`src/rtl/dff_mem_ctrl_if.sv`:
```
// Request/response bundle for dff_mem_ctrl: the master drives requests,
// the slave (the memory) returns read data and status strobes.
interface dff_mem_ctrl_if #(
  parameter int DATA_W = 8,
  parameter int ADDR_W = 4
) ();
  logic              ena;
  logic [ADDR_W-1:0] addr;
  logic [DATA_W-1:0] wdata;
  logic [DATA_W-1:0] wmask;
  logic              wr_en;
  logic              rd_en;
  logic [DATA_W-1:0] rdata;
  logic              rd_valid;
  logic              conflict;
  logic              err;
  logic              busy;

  modport master (
    output ena, addr, wdata, wmask, wr_en, rd_en,
    input  rdata, rd_valid, conflict, err, busy
  );

  modport slave (
    input  ena, addr, wdata, wmask, wr_en, rd_en,
    output rdata, rd_valid, conflict, err, busy
  );
endinterface

```
`src/rtl/dff_mem_ctrl.sv`:
```
// Parametrised flip-flop RAM with per-bit write mask, registered reads and a
// post-reset clear sweep that holds busy high while it runs.
//
//   state    | meaning
//   ST_CLEAR | sweeping CLEAR_VAL into every word; requests rejected with err
//   ST_IDLE  | normal operation, serving single read/write requests
module dff_mem_ctrl #(
  parameter int                DATA_W         = 8,
  parameter int                ADDR_W         = 4,
  parameter int                DEPTH          = 16,
  parameter int                CLEAR_ON_RESET = 1,
  parameter logic [DATA_W-1:0] CLEAR_VAL      = '0
) (
  input logic           clk,
  input logic           rst_n,
  dff_mem_ctrl_if.slave bus
);

  typedef enum logic {ST_CLEAR, ST_IDLE} state_t;

  localparam logic [ADDR_W:0]   DEPTH_X  = (ADDR_W+1)'(DEPTH);
  localparam logic [ADDR_W-1:0] LAST_PTR = ADDR_W'(DEPTH - 1);

  logic [DATA_W-1:0] r_mem [DEPTH];

  state_t            r_state;
  logic [ADDR_W-1:0] r_clr_ptr;
  logic [DATA_W-1:0] r_rdata;
  logic              r_rd_valid;
  logic              r_conflict;
  logic              r_err;

  state_t            w_state_nxt;
  logic [ADDR_W-1:0] w_clr_ptr_nxt;
  logic [DATA_W-1:0] w_rdata_nxt;
  logic              w_rd_valid_nxt;
  logic              w_conflict_nxt;
  logic              w_err_nxt;
  logic              w_mem_we;
  logic [ADDR_W-1:0] w_mem_addr;
  logic [DATA_W-1:0] w_mem_wdata;
  logic [DATA_W-1:0] w_rd_word;
  logic              w_in_range;
  logic              w_both;
  logic              w_single;

  assign w_in_range = ({1'b0, bus.addr} < DEPTH_X);
  assign w_rd_word  = w_in_range ? r_mem[bus.addr] : '0;
  assign w_both     = bus.ena & bus.wr_en & bus.rd_en;
  assign w_single   = bus.ena & (bus.wr_en ^ bus.rd_en);

  always_comb begin
    w_state_nxt    = r_state;
    w_clr_ptr_nxt  = r_clr_ptr;
    w_rdata_nxt    = r_rdata;
    w_rd_valid_nxt = 1'b0;
    w_conflict_nxt = 1'b0;
    w_err_nxt      = 1'b0;
    w_mem_we       = 1'b0;
    w_mem_addr     = bus.addr;
    w_mem_wdata    = (w_rd_word & ~bus.wmask) | (bus.wdata & bus.wmask);
    case (r_state)
      ST_CLEAR: begin
        w_mem_we    = 1'b1;
        w_mem_addr  = r_clr_ptr;
        w_mem_wdata = CLEAR_VAL;
        if (r_clr_ptr == LAST_PTR) begin
          w_state_nxt   = ST_IDLE;
          w_clr_ptr_nxt = '0;
        end else begin
          w_clr_ptr_nxt = r_clr_ptr + 1'b1;
        end
        // Conflict outranks err even while sweeping, keeping them exclusive.
        if (w_both) begin
          w_conflict_nxt = 1'b1;
        end else if (w_single) begin
          w_err_nxt = 1'b1;
        end
      end
      default: begin
        if (w_both) begin
          w_conflict_nxt = 1'b1;
        end else if (w_single) begin
          if (!w_in_range) begin
            w_err_nxt = 1'b1;
          end else if (bus.wr_en) begin
            w_mem_we = 1'b1;
          end else begin
            w_rdata_nxt    = w_rd_word;
            w_rd_valid_nxt = 1'b1;
          end
        end
      end
    endcase
  end

  always_ff @(posedge clk) begin
    if (!rst_n) begin
      r_state    <= (CLEAR_ON_RESET != 0) ? ST_CLEAR : ST_IDLE;
      r_clr_ptr  <= '0;
      r_rdata    <= '0;
      r_rd_valid <= 1'b0;
      r_conflict <= 1'b0;
      r_err      <= 1'b0;
    end else begin
      r_state    <= w_state_nxt;
      r_clr_ptr  <= w_clr_ptr_nxt;
      r_rdata    <= w_rdata_nxt;
      r_rd_valid <= w_rd_valid_nxt;
      r_conflict <= w_conflict_nxt;
      r_err      <= w_err_nxt;
    end
  end

  // Storage has no reset; the sweep (or the user) initialises it.
  always_ff @(posedge clk) begin
    if (rst_n && w_mem_we) begin
      r_mem[w_mem_addr] <= w_mem_wdata;
    end
  end

  assign bus.rdata    = r_rdata;
  assign bus.rd_valid = r_rd_valid;
  assign bus.conflict = r_conflict;
  assign bus.err      = r_err;
  assign bus.busy     = (r_state == ST_CLEAR);

endmodule

```
`src/flat_wrapper.sv`:
```
// flat-port wrapper written by rule: the top's interface ports become plain ports
module dff_mem_ctrl_flat 
#(
  parameter int                DATA_W         = 8,
  parameter int                ADDR_W         = 4,
  parameter int                DEPTH          = 16,
  parameter int                CLEAR_ON_RESET = 1,
  parameter logic [DATA_W-1:0] CLEAR_VAL      = '0
)
  (clk, rst_n, bus_ena, bus_addr, bus_wdata, bus_wmask, bus_wr_en, bus_rd_en, bus_rdata, bus_rd_valid, bus_conflict, bus_err, bus_busy);
  dff_mem_ctrl_if #(.DATA_W(DATA_W), .ADDR_W(ADDR_W)) bus_i ();
  input logic clk;
  input logic rst_n;
  input wire logic [$bits(bus_i.ena)-1:0] bus_ena;
  input wire logic [$bits(bus_i.addr)-1:0] bus_addr;
  input wire logic [$bits(bus_i.wdata)-1:0] bus_wdata;
  input wire logic [$bits(bus_i.wmask)-1:0] bus_wmask;
  input wire logic [$bits(bus_i.wr_en)-1:0] bus_wr_en;
  input wire logic [$bits(bus_i.rd_en)-1:0] bus_rd_en;
  output wire logic [$bits(bus_i.rdata)-1:0] bus_rdata;
  output wire logic [$bits(bus_i.rd_valid)-1:0] bus_rd_valid;
  output wire logic [$bits(bus_i.conflict)-1:0] bus_conflict;
  output wire logic [$bits(bus_i.err)-1:0] bus_err;
  output wire logic [$bits(bus_i.busy)-1:0] bus_busy;
  assign bus_i.ena = bus_ena;
  assign bus_i.addr = bus_addr;
  assign bus_i.wdata = bus_wdata;
  assign bus_i.wmask = bus_wmask;
  assign bus_i.wr_en = bus_wr_en;
  assign bus_i.rd_en = bus_rd_en;
  assign bus_rdata = bus_i.rdata;
  assign bus_rd_valid = bus_i.rd_valid;
  assign bus_conflict = bus_i.conflict;
  assign bus_err = bus_i.err;
  assign bus_busy = bus_i.busy;
  dff_mem_ctrl #(.DATA_W(DATA_W), .ADDR_W(ADDR_W), .DEPTH(DEPTH), .CLEAR_ON_RESET(CLEAR_ON_RESET), .CLEAR_VAL(CLEAR_VAL)) u_core (.clk(clk), .rst_n(rst_n), .bus(bus_i));
endmodule
```
`config.mk`:
```
export PLATFORM = sky130hd
export DESIGN_NAME = dff_mem_ctrl_flat
export DESIGN_NICKNAME = d
export VERILOG_FILES = /design/src/rtl/dff_mem_ctrl_if.sv /design/src/rtl/dff_mem_ctrl.sv /design/src/flat_wrapper.sv
export SDC_FILE = /design/constraint.sdc
export NUM_CORES = 1
export LEC_CHECK = 0
export ABC_CLOCK_PERIOD_IN_PS = 2450
export BUFFER_PORTS_ARGS = -buffer_cell sky130_fd_sc_hd__buf_4
export CORE_MARGIN = 3
export CORE_UTILIZATION = 50
export CTS_CLUSTER_DIAMETER = 200
export DETAILED_ROUTE_END_ITERATION = 12
export GPL_TIMING_DRIVEN = 0
export PLACE_DENSITY = 0.7
export SYNTH_ARGS = -nofsm -noshare
export SYNTH_HDL_FRONTEND = slang
export SYNTH_SLANG_ARGS = --single-unit
```
`constraint.sdc`:
```
create_clock -name clk -period 2.45 [get_ports clk]
set_clock_uncertainty 0.1 [all_clocks]
set_input_delay 0.1225 -clock clk [delete_from_list [all_inputs] [get_ports clk]]
set_output_delay 0.1225 -clock clk [all_outputs]
set_load 0.02 [all_outputs]
```
# Yosys cells after proc, flatten, opt, wreduce, memory -nomap -nowiden
# Memory sizes are Yosys's and may differ from the RTL's.
# Cells that the tools add are included.
[op_classes] n_addsub=1 eq_ne=1 mux=14 bitwise=13 n_reduce_logical=4
[ops] operator="$and A8 B8 Y8" n=2
[ops] operator="$mux W1" n=11
[ops] operator="$mux W4" n=2
[ops] operator="$mux W8" n=1
[ops] operator="$not A8 Y8" n=1
[ops] operator="$or A8 B8 Y8" n=1
[ops] operator="$not A1 Y1" n=5
[ops] operator="$add A4 B1 Y4 const B" n=1
[ops] operator="$eq A4 B4 Y1 const B" n=1
[ops] operator="$reduce_and A4 Y1" n=1
[ops] operator="$reduce_or A4 Y1" n=1
[ops] operator="$and A1 B1 Y1" n=3
[ops] operator="$reduce_or A3 Y1" n=1
[ops] operator="$logic_and A1 B1 Y1" n=1
[ops] operator="$xor A1 B1 Y1" n=1
[totals] reg_bits=16 ramBits=128 inputBits=25 output_inout_bits=12 elab_cells=40 memories=1
[memory_table] name="u_core.r_mem" words=16 width=8 rd=1 rd_ports_with_merged_regs=0 write_ports=1 line_no="dff_mem_ctrl.sv:24" rtl="logic [DATA_W-1:0] r_mem [DEPTH];"

# Longest topological paths before layout
# Gate-level depths: netlist (run 1).
[depth] ltp_word=8 depth_mapped=7 ltp_nobuf=4

# Least setup slack after synthesis (run 1)
# OpenSTA, ideal clock, no wires.
[synth_timing] kind="reg-to-reg" from="register u_core.r_state" to="memory u_core.r_mem[1][0] (enable)" setup_time_ns=0.370 t_arrival_ns=1.558 required_ns=1.980 slack_ns=0.422 path_stages_with_launch=7 path_buffers=2 synth_period_minus_slack_ns=2.028 cell_sequence="dfxtp_1 clkbuf_1 clkbuf_1 nand2_1 o32ai_1 nand2_1 nor2_1"
[synth_via] elab_chain_cells=4 word_cells_on_any_way=5 classes_between="mux: 4; reduce/logical: 1"
[synth_lines] element="start: declaration" line_no="dff_mem_ctrl.sv:26" rtl="state_t r_state;"
[synth_lines] element="start signal: assignment" line_no="dff_mem_ctrl.sv:99" rtl="r_state <= (CLEAR_ON_RESET != 0) ? ST_CLEAR : ST_IDLE;"
[synth_lines] element="start signal: assignment" line_no="dff_mem_ctrl.sv:106" rtl="r_state <= w_state_nxt;"
[synth_lines] element="$mux W1" line_no="dff_mem_ctrl.sv:62" rtl="case (r_state)"
[synth_lines] element="$logic_and A1 B1 Y1" line_no="dff_mem_ctrl.sv:117" rtl="if (rst_n && w_mem_we) begin"
[synth_lines] element="$mux W1" line_no="dff_mem_ctrl.sv:117"
[synth_lines] element="$mux W1 (not written as such)" line_no="dff_mem_ctrl.sv:118" rtl="r_mem[w_mem_addr] <= w_mem_wdata;"
[synth_lines] element="end: declaration" line_no="dff_mem_ctrl.sv:24"
# Parallel ways exist; a longest one is shown, timed or not.

# Final worst setup path (run 1)
[layout_timing] from="register u_core.r_state" to="memory u_core.r_mem[6][6] (enable)"
# The elaborated chain is that of the path after synthesis.

==> qor.txt, run 1 <==
ANT nets after route = 0
Hold Vio Cnt, Final = 0
Die Y = 114 um
CP Cell Sequence = clkbuf_1 > clkbuf_1 > a32oi_1 > nor2_1
Critical Path Max Stage Delay = 0.72 ns
Internal Pwr Total = 4.41 mW
pin count of the biggest net entering global routing = 17
Final Non-Filler Cells = 563
Synth Register Bits = 144
IO Port Bufs = 35
status = finished, violations left
Die X = 114 um
Syn Nets = 376
Wirelength per Cell = 22.7 um
CP endpoint kind = flip-flop
Reg clk slew, reported paths = 0.06 ns
Routed WL = 12800 um
Gate power share = 0.053
Longest Clk Path Bufs = 2
CTS Buf Count = 17
EDFF count, synth = 128
period utilisation layout = 1.02
GRT Overall Usage = 0.208
CTS tree = yes
failing checks = setup timing
worst-path maximum fanout = 10
initial core utilization = 0.525
share of cells above drive strength 1 = 0.225
Clock Sinks = 144
final setup vio count = 24
final core occ = 0.628
asr flop ratio synth = 0
most frequent CP cell = clkbuf_1
most common cell after layout, fill and taps aside = edfxtp_1
Initial DRT Pass Iterations = 5
post-synth cell types = 37
Remaining DRCs = 0
Required @ worst endpoint = 2.40 ns
post-DR vias/cell = 6.04
initial antenna violation count = 0
sequential fraction of the synthesis area = 0.716
# IOs = 37
Post-Syn Area = 5810 um2
PnR worst setup slack = -0.0531 ns
FP Rows = 38
GPL Wtd Cong = 0.813
via count = 3398
initial DRC count = 308
synth warn = 0
die area = 13000 um2
H-tree levels = 4
unrepaired setup endpoints after global routing = true
switching portion of total power = 0.212
P per Cell Area = 806 nW/um2
placed cells = 525
Overflow after GRT = 0
max-slew violations = 0
clock share of power = 0.468
most frequent cells in the layout = 128 x edfxtp_1, 45 x mux2i_1, 40 x buf_4, 17 x clkbuf_16, 16 x dfxtp_1
number of max-cap violations = 0
clock root buffer = clkbuf_16
worst path arrival time = 2.45 ns
vias in the first global route = 3423
area delta synth->final = 19.6%
slowest library cell on the worst path = nor2_1
sequential fraction of design power = 0.479
minimum clock period = 2.50 ns
Layout Nets = 436
first-pass GRT wire length = 19300 um
core area = 11100 um2
Antenna diodes = 0
worst setup path class = flip-flop to flip-flop
Clk Latency, worst-skew pair = 0.42 ns
Worst VDD drop = 565 uV
Max transition margin = 0.440
f_max = 400 MHz
cells after synthesis = 350
DP Wirelength = 8500 um
Post-Syn Area per Cell = 16.6 um2
startpoint types = flip-flop
total power = 5.60 mW
measured slew at the worst slew-check pin = 0.837 ns
setup bufs post-CTS = 0
P_sw = 1.19 mW
Most used DFF post-synth = edfxtp_1
Pleak = 2.57 nW
Hold/Removal Path Class = input port to flip-flop
-- cell usage after synthesis (4+ instances only) --
master | number | area [um2]
edfxtp_1 | 128 | 3840
nand2b_1 | 8 | 50.1
a221oi_1 | 7 | 61.3
a22o_1 | 14 | 123
buf_4 | 5 | 37.5
a21oi_1 | 12 | 60.1
o211a_1 | 7 | 70.1
nor2_1 | 23 | 86.3
clkbuf_1 | 7 | 26.3
a222oi_1 | 7 | 70.1
nor3_1 | 5 | 25.0
nand2_1 | 10 | 37.5
dfxtp_1 | 16 | 320
a31oi_1 | 4 | 25.0
mux4_2 | 11 | 248
inv_1 | 5 | 18.8
mux2i_1 | 45 | 450
or2_0 | 7 | 43.8
nor2b_1 | 4 | 25.0
-- layer usage --
| metal | track usage | share of wire | vias to the layer above |
|---|---|---|---|
| met3 | 0.0520 | 0.076 | 26 |
| met2 | 0.335 | 0.48 | 157 |
| li1 | - | - | 1528 |
| met4 | 0.102 | 0.035 | 0 |
| met5 | 0 | 0 | - |
| met1 | 0.266 | 0.41 | 1687 |
-- path summary, 6_finish.rpt --
| kind | cells after the start | endpoint | start | slack (ns) |
|---|---|---|---|---|
| max | 4 | u_core.r_mem[6][6] | u_core.r_state | -0.05 |
| min | 3 | u_core.bus.rd_valid | bus_rd_en | 0.03 |
| max reg2reg | 4 | u_core.r_mem[6][6] | u_core.r_state | -0.05 |
| min reg2reg | 1 | u_core.bus.rdata[3] | u_core.bus.rdata[3] | 0.38 |
-- worst max-delay path: cells and delay by family, from the launching register on --
| kind | cells | cell delay (ns) |
|---|---|---|
| simple gates | 1 | 0.72 |
| buf+inv | 2 | 0.69 |
| flops | 1 | 0.30 |
| compound gates | 1 | 0.30 |
-- power by group through the flow --
stage	Clock (mW)	Combinational, mW	Sequential (mW)
5_1_grt	2.75	0.320	2.68
2_1_floorplan	0	0.179	2.73
3_5_place_dp	0	0.281	2.74
6_report	2.62	0.299	2.68
4_1_cts	2.63	0.291	2.68
3_3_place_gp	0	0.276	2.73
-- registers in the layout (all words and copies together) (netlist names) --
name,cells
u_core.bus.err,1
u_core.bus.rd_valid,1
u_core.r_mem,128
u_core.bus.rdata,8
u_core.bus.conflict,1
u_core.r_state,1
u_core.r_clr_ptr,4
-- kinds of logic (layout without fill, tap and decap cells) --
family	count (synthesis)	after routing	synth area share
AOI/OAI and AO/OA	59	59	0.0818
xor gates and xnor gates	2	2	0.00301
adders and majority gates	1	1	0.00215
buffers and inverters	23	96	0.0217
DFF	144	144	0.716
muxes	56	56	0.120
and+or+nand+nor	65	65	0.0551
-- per-stage QoR --
stage	cell area, um2	setup TNS, ns	hold slack [ns]	worst slack [ns]
6_report	6960	-0.627	0.0269	-0.0531
5_1_grt	6960	-11.00	0.0489	-0.184
3_3_place_gp	6250	-22.33	0.295	-0.211
2_1_floorplan	5810	0	0.146	0.422
3_5_place_dp	6250	-26.98	0.300	-0.234
4_1_cts	6930	0	0.0208	0.0257
-- area by class of cell --
class / count / area, um2
flip-flops and latches: 144 / 4160
inverters: 7 / 26.3
well taps: 140 / 175
repair buffers: 41 / 323
clock buffers: 18 / 429
multi-input cells: 183 / 1560
fillers: 806 / 4120
clock inverters: 14 / 179
plain buffers: 16 / 100
-- what timing repair did --
action,in CTS,in global routing
gates resized for setup,4,8
hold endpoints to repair,7,0
setup endpoints to repair,24,128
hold buffers,6,0
(Power assumes the default switching activity.)
==> inputs of run 2 (changes only) <==
CORE_MARGIN = 5   (was 3)
==> run 2 against run 1 <==
Compared with the run above: the flow now finishes without violations; critical path depth grew 2; core utilization fell by 2.0 points; sequential share of layout area increased by 0.097 points; via count up 1.8%; largest cell class unchanged.
==> qor.txt, run 2 (synthesis gave the netlist of run 1 again) <==
pin count of the biggest net entering global routing = 17 (unchanged)
Worst VDD drop = 605 uV (+7.0%)
P_sw = 1.19 mW (+0.20%)
core area = 11400 um2 (+3.1%)
ANT nets after route = 0 (unchanged)
worst path arrival time = 2.36 ns (-0.09 ns)
Layout Nets = 436 (unchanged)
period utilisation layout = 0.986 (-0.0353)
H-tree levels = 4 (unchanged)
number of max-cap violations = 0 (unchanged)
Clock Sinks = 144 (unchanged)
IO Port Bufs = 35 (unchanged)
final setup vio count = 0 (-100%)
Hold Vio Cnt, Final = 0 (unchanged)
cells on worst reg2reg path = 6 (+2)
Clk Latency, worst-skew pair = 0.41 ns (about the same)
fillers = 848 (+5.2%)
initial antenna violation count = 0 (unchanged)
placed cells = 528 (+0.57%)
Initial DRT Pass Iterations = 5 (unchanged)
Required @ worst endpoint = 2.40 ns (about the same)
minimum clock period = 2.42 ns (-0.0864 ns)
FP Rows = 39 (+2.6%)
post-DR vias/cell = 6.11 (+1.3%)
Routed WL = 13200 um (+3.4%)
status = complete, no violations
Max transition margin = 0.515 (+0.0750)
vias in the first global route = 3503 (+2.3%)
Reg clk slew, reported paths = 0.06 ns (about the same)
GPL Wtd Cong = 0.824 (+1.3%)
Reg with most FFs = u_core.r_mem
Die X = 118 um (+3.5%)
unrepaired setup endpoints after global routing = true
startpoint types = flip-flop
DP Wirelength = 8810 um (+3.6%)
Gate power share = 0.055 (+0.002)
CTS Buf Count = 17 (unchanged)
initial core utilization = 0.509 (-0.0156)
Die Y = 118 um (+3.5%)
Overflow after GRT = 0 (unchanged)
max-slew violations = 0 (unchanged)
r2r setup slk = 0.03 ns (+0.09 ns)
CTS tree = yes
measured slew at the worst slew-check pin = 0.725 ns (-0.113 ns)
Hold/Removal Path Class = input port to flip-flop
Antenna diodes = 0 (unchanged)
Worst Min Path Start = bus_rd_en
f_max = 414 MHz (+3.6%)
share of cells above drive strength 1 = 0.241 (+0.0165)
P per Cell Area = 792 nW/um2 (-1.7%)
area delta synth->final = 19.4%
worst-path maximum fanout = 10 (unchanged)
setup TNS = 0 ns (+0.627 ns)
first-pass GRT wire length = 19800 um (+2.5%)
CP endpoint kind = flip-flop
setup bufs post-CTS = 0 (unchanged)
# IOs = 37 (unchanged)
Reg2Reg Launch Point = u_core.r_state
clock root buffer = clkbuf_16
GRT Overall Usage = 0.192 (-0.0164)
initial DRC count = 299 (-2.9%)
Remaining DRCs = 0 (unchanged)
Internal Pwr Total = 4.31 mW (-2.4%)
worst setup path class = flip-flop to flip-flop
Hold Path End = u_core.bus.rd_valid
switching portion of total power = 0.217 (+0.00450)
Pleak = 2.55 nW (-0.48%)
Reg-to-Reg End = u_core.r_mem[3][2]
worst hold path depth = 3 (unchanged)
Final Non-Filler Cells = 566 (+0.53%)
via count = 3459 (+1.8%)
Largest register FFs = 128 (unchanged)
most frequent cells in the layout = 128 x edfxtp_1, 45 x mux2i_1, 40 x buf_4, 17 x clkbuf_16, 16 x dfxtp_1
most common cell after layout, fill and taps aside = edfxtp_1
Wirelength per Cell = 23.4 um (+2.9%)
die area = 13900 um2 (+7.2%)
sequential fraction of design power = 0.488 (+0.009)
clock share of power = 0.457 (-0.011)
Longest Clk Path Bufs = 2 (unchanged)
run 2: cell types whose count changed in the layout (fill, tap and decap cells not counted), sizes merged:
cell / change
bufinv: -1
clkbuf: -1
clkinv: +1
clkinvlp: +1
run 2: metrics by stage:
stage                     hold WS (ns)  area (um2)  worst slack (ns)   util  total power, mW
after CTS                       0.0114        6900            -0.152  0.605             5.52
after floorplan                  0.146        5810             0.422      -             2.91
final                           0.0462        6940            0.0333  0.608             5.50
after global routing            0.0630        6940            -0.171  0.608             5.67
after detailed placement         0.298        6260            -0.307  0.548             3.02
after global placement           0.294        6260            -0.221  0.548             3.01
run 2: cell type report:
cell class / count / area (um2) / share of cell area
repair buffers: 41 / 323 / 0.0465
multi-input cells: 183 / 1570 / 0.226
plain buffers: 16 / 100 / 0.0144
flip-flops and latches: 144 / 4160 / 0.600
clock inverters: 15 / 158 / 0.0227
inverters: 7 / 26.3 / 0.00378
well taps: 143 / 179 / 0.0258
clock buffers: 17 / 425 / 0.0613
run 2: worst max path at each step:
stage,from,end,slack (ns),depth (start not counted)
after global routing,u_core.r_state,u_core.r_mem[1][5],-0.17,6
final,u_core.r_state,u_core.r_mem[3][2],0.03,6
after CTS,u_core.r_state,u_core.r_mem[9][1],-0.15,6
after floorplan,u_core.r_state,u_core.r_mem[1][0],0.42,6
after global placement,bus_addr[3],u_core.r_mem[13][7],-0.22,6
after detailed placement,bus_addr[3],u_core.r_mem[13][0],-0.31,6
run 2: what timing repair did:
| action | 4_1_cts | 5_1_grt |
|---|---|---|
| hold buffers | 6 | 0 |
| pin swaps | 0 | 0 |
| hold endpoints to repair | 7 | 0 |
| setup endpoints to repair | 42 | 128 |
| gates resized for setup | 2 | 15 |
run 2: metal layers:
metal | track usage | share of wire | vias up
met3 | 0.0581 | 0.073 | 36
li1 | - | - | 1516
met1 | 0.241 | 0.40 | 1762
met5 | 0 | 0 | -
met2 | 0.301 | 0.49 | 145
met4 | 0.0989 | 0.037 | 0
run 2: critical path, stage by stage, from the launching register on:
cell and delay (ns):
dfxtp_1 0.31, clkbuf_1 0.31, clkbuf_1 0.37, nand3_1 0.11, o21ai_0 0.11, nand2_1 0.20, nor2_2 0.56
run 2: power groups by stage:
stage,combinational (mW),sequential [mW],clock (mW)
after detailed placement,0.284,2.73,0
final,0.302,2.68,2.51
after global routing,0.321,2.68,2.66
after CTS,0.293,2.68,2.54
after floorplan,0.179,2.73,0
after global placement,0.278,2.73,0
==> inputs of run 3 (changes only) <==
ABC_CLOCK_PERIOD_IN_PS = 2600   (was 2450)
CORE_UTILIZATION = 45   (was 50)
CTS_BUF_LIST = sky130_fd_sc_hd__clkbuf_4 sky130_fd_sc_hd__clkbuf_8   (was unset)
PLACE_DENSITY = 0.64   (was 0.7)
clock period = 2.6 ns   (was 2.45 ns; I/O delays follow)
==> run 3 against run 2 <==
Compared with the run above: first-iteration DRC count up 5.4%; non-clock buffer count increased by 1; critical path type unchanged; clock-buffer cell count unchanged; sequential share of layout area up 1.6 points; setup slack better by 0.087 ns; total power is 18% lower; cell count increased by 5.3%; maximum frequency down 2.5%.
==> qor.txt, run 3 (synthesis gave the netlist of run 1 again) <==
setup TNS = 0 ns (unchanged)
worst hold path depth = 5 (+2)
period utilisation layout = 0.954 (-0.0327)
IO Port Bufs = 35 (unchanged)
Worst VDD drop = 401 uV (-34%)
Routed WL = 12400 um (-6.3%)
status = complete, no violations
clock share of power = 0.383 (-0.074)
total power = 4.54 mW (-18%)
most frequent CP cell = clkbuf_1
Required @ worst endpoint = 2.57 ns (+0.17 ns)
met3 WL = 715 um (-26%)
Longest Clk Path Bufs = 2 (unchanged)
post-DR vias/cell = 5.61 (-8.2%)
# IOs = 37 (unchanged)
first-pass GRT wire length = 18400 um (-7.3%)
Internal Pwr Total = 3.50 mW (-19%)
share of cells above drive strength 1 = 0.217 (-0.0242)
metal2 WL = 6270 um (-2.4%)
Worst Min Path Start = bus_addr[3]
H-tree levels = 4 (unchanged)
Clock Sinks = 144 (unchanged)
P_sw = 1.03 mW (-13%)
Wirelength per Cell = 20.8 um (-11%)
Max transition margin = 0.400 (-0.114)
max-slew violations = 0 (unchanged)
initial core utilization = 0.461 (-0.0485)
setup bufs post-CTS = 0 (unchanged)
Hold Path End = u_core.bus.rdata[5]
Reg-to-Reg End = u_core.r_mem[7][3]
Final Non-Filler Cells = 596 (+5.3%)
DP Wirelength = 8650 um (-1.8%)
Highest Signal Layer = met4
Clk Latency, worst-skew pair = 0.45 ns (+0.04 ns)
GPL Wtd Cong = 0.845 (+2.5%)
initial DRC count = 315 (+5.4%)
Hold/Removal Path Class = input port to flip-flop
CTS Buf Count = 17 (unchanged)
metal1 wirelength = 5230 um (-2.1%)
fillers = 1042 (+23%)
P per Cell Area = 670 nW/um2 (-15%)
Antenna diodes = 0 (unchanged)
Remaining DRCs = 0 (unchanged)
core area = 12600 um2 (+11%)
Reg with most FFs = u_core.r_mem
most frequent cells in the layout = 128 x edfxtp_1, 45 x mux2i_1, 40 x buf_4, 18 x nor2_1, 17 x clkbuf_8
minimum clock period = 2.48 ns (+0.0629 ns)
ANT nets after route = 0 (unchanged)
Overflow after GRT = 0 (unchanged)
Critical Path Max Stage Delay = 0.69 ns (+0.13 ns)
via count = 3343 (-3.4%)
pin count of the biggest net entering global routing = 17 (unchanged)
Initial DRT Pass Iterations = 5 (unchanged)
unrepaired setup endpoints after global routing = false
final setup vio count = 0 (unchanged)
PnR worst setup slack = 0.120 ns (+0.0871 ns)
cells on worst reg2reg path = 6 (unchanged)
switching portion of total power = 0.228 (+0.0116)
number of max-cap violations = 0 (unchanged)
pre-CTS setup slack = -0.164 ns (+0.143 ns)
slowest library cell on the worst path = nor2_1
Largest register FFs = 128 (unchanged)
CTS tree = yes
FP Rows = 41 (+5.1%)
clock root buffer = clkbuf_8
worst-path maximum fanout = 10 (unchanged)
CP endpoint kind = flip-flop
initial antenna violation count = 0 (unchanged)
sequential fraction of design power = 0.557 (+0.069)
Reg clk slew, reported paths = 0.08 ns (+0.02 ns)
r2r setup slk = 0.12 ns (+0.09 ns)
die area = 15300 um2 (+10%)
CP Cell Sequence = clkbuf_1 > clkbuf_1 > nand3_1 > o21ai_0 > nand2_1 > nor2_1
worst setup path class = flip-flop to flip-flop
startpoint types = flip-flop
f_max = 403 MHz (-2.5%)
most common cell after layout, fill and taps aside = edfxtp_1
worst path arrival time = 2.45 ns (+0.09 ns)
Pleak = 2.48 nW (-3.0%)
Reg2Reg Launch Point = u_core.r_state
Die Y = 124 um (+5.0%)
Die X = 124 um (+5.0%)
Layout Nets = 437 (+0.23%)
vias in the first global route = 3258 (-7.0%)
placed cells = 557 (+5.5%)
Hold Vio Cnt, Final = 0 (unchanged)
area delta synth->final = 16.4%
GRT Overall Usage = 0.169 (-0.0227)
measured slew at the worst slew-check pin = 0.896 ns (+0.172 ns)
Gate power share = 0.061 (+0.006)
run 3: cell types whose count changed in the layout (fill, tap and decap cells not counted):
cell,previous run,this run
clkbuf_16,17,0
clkbuf_8,0,17
nor2_1,7,18
nor2_2,15,5
clkinv_2,2,4
clkinv_4,3,1
inv_8,0,2
clkinv_1,3,2
dlygate4sd3_1,6,7
inv_6,4,3
nor2_4,1,0
run 3: metal layers:
layer / global-route usage / vias up
met1: 0.213 / 1676
met4: 0.0574 / 0
met3: 0.0468 / 13
met5: 0 / -
met2: 0.283 / 124
li1: - / 1530
run 3: stage by stage:
step	area (um2)	hold WS (ns)	util
after global routing	6770	0.207	0.536
after floorplan	5810	0.154	-
final	6770	0.196	0.536
after global placement	6290	0.303	0.499
after detailed placement	6290	0.312	0.499
after CTS	6760	0.176	0.536
run 3: layout make-up:
class / instances / area [um2] / share of cell area
plain buffers: 16 / 100 / 0.0148
repair buffers: 42 / 333 / 0.0492
multi-input cells: 183 / 1540 / 0.227
flip-flops and latches: 144 / 4160 / 0.615
clock buffers: 17 / 234 / 0.0346
inverters: 7 / 26.3 / 0.00388
well taps: 172 / 215 / 0.0318
clock inverters: 15 / 160 / 0.0237
run 3: worst max path at each step:
| stage | from | slack, ns | to | cells after the start |
|---|---|---|---|---|
| 2_1_floorplan | u_core.r_state | 0.57 | u_core.r_mem[1][0] | 6 |
| 3_3_place_gp | bus_addr[3] | -0.09 | u_core.r_mem[13][7] | 6 |
| 3_5_place_dp | bus_addr[3] | -0.16 | u_core.r_mem[12][7] | 6 |
| 4_1_cts | u_core.r_state | 0.02 | u_core.r_mem[13][4] | 6 |
| 5_1_grt | u_core.r_state | 0.003 | u_core.r_mem[12][5] | 5 |
| 6_report | u_core.r_state | 0.12 | u_core.r_mem[7][3] | 6 |
run 3: worst max-delay path: cells and delay by family (launching register included):
kind / cells / cell delay [ns]
compound gates: 1 / 0.09
buf+inv: 2 / 0.67
flops: 1 / 0.31
simple gates: 3 / 0.93
run 3: power groups by stage:
stage               clock network (mW)  registers [mW]  logic [mW]
finish                            1.74            2.52       0.276
global route                      1.87            2.53       0.296
CTS                               1.78            2.52       0.276
detailed placement                   0            2.58       0.267
global placement                     0            2.58       0.264
floorplan                            0            2.57       0.169
run 3: repair_timing:
action | 4_1_cts | 5_1_grt
resized for setup | 1 | 4
endpoints found under the setup margin | 8 | 31
hold buffers | 7 | 0
hold endpoints to repair | 8 | 0
pin swaps | 0 | 0
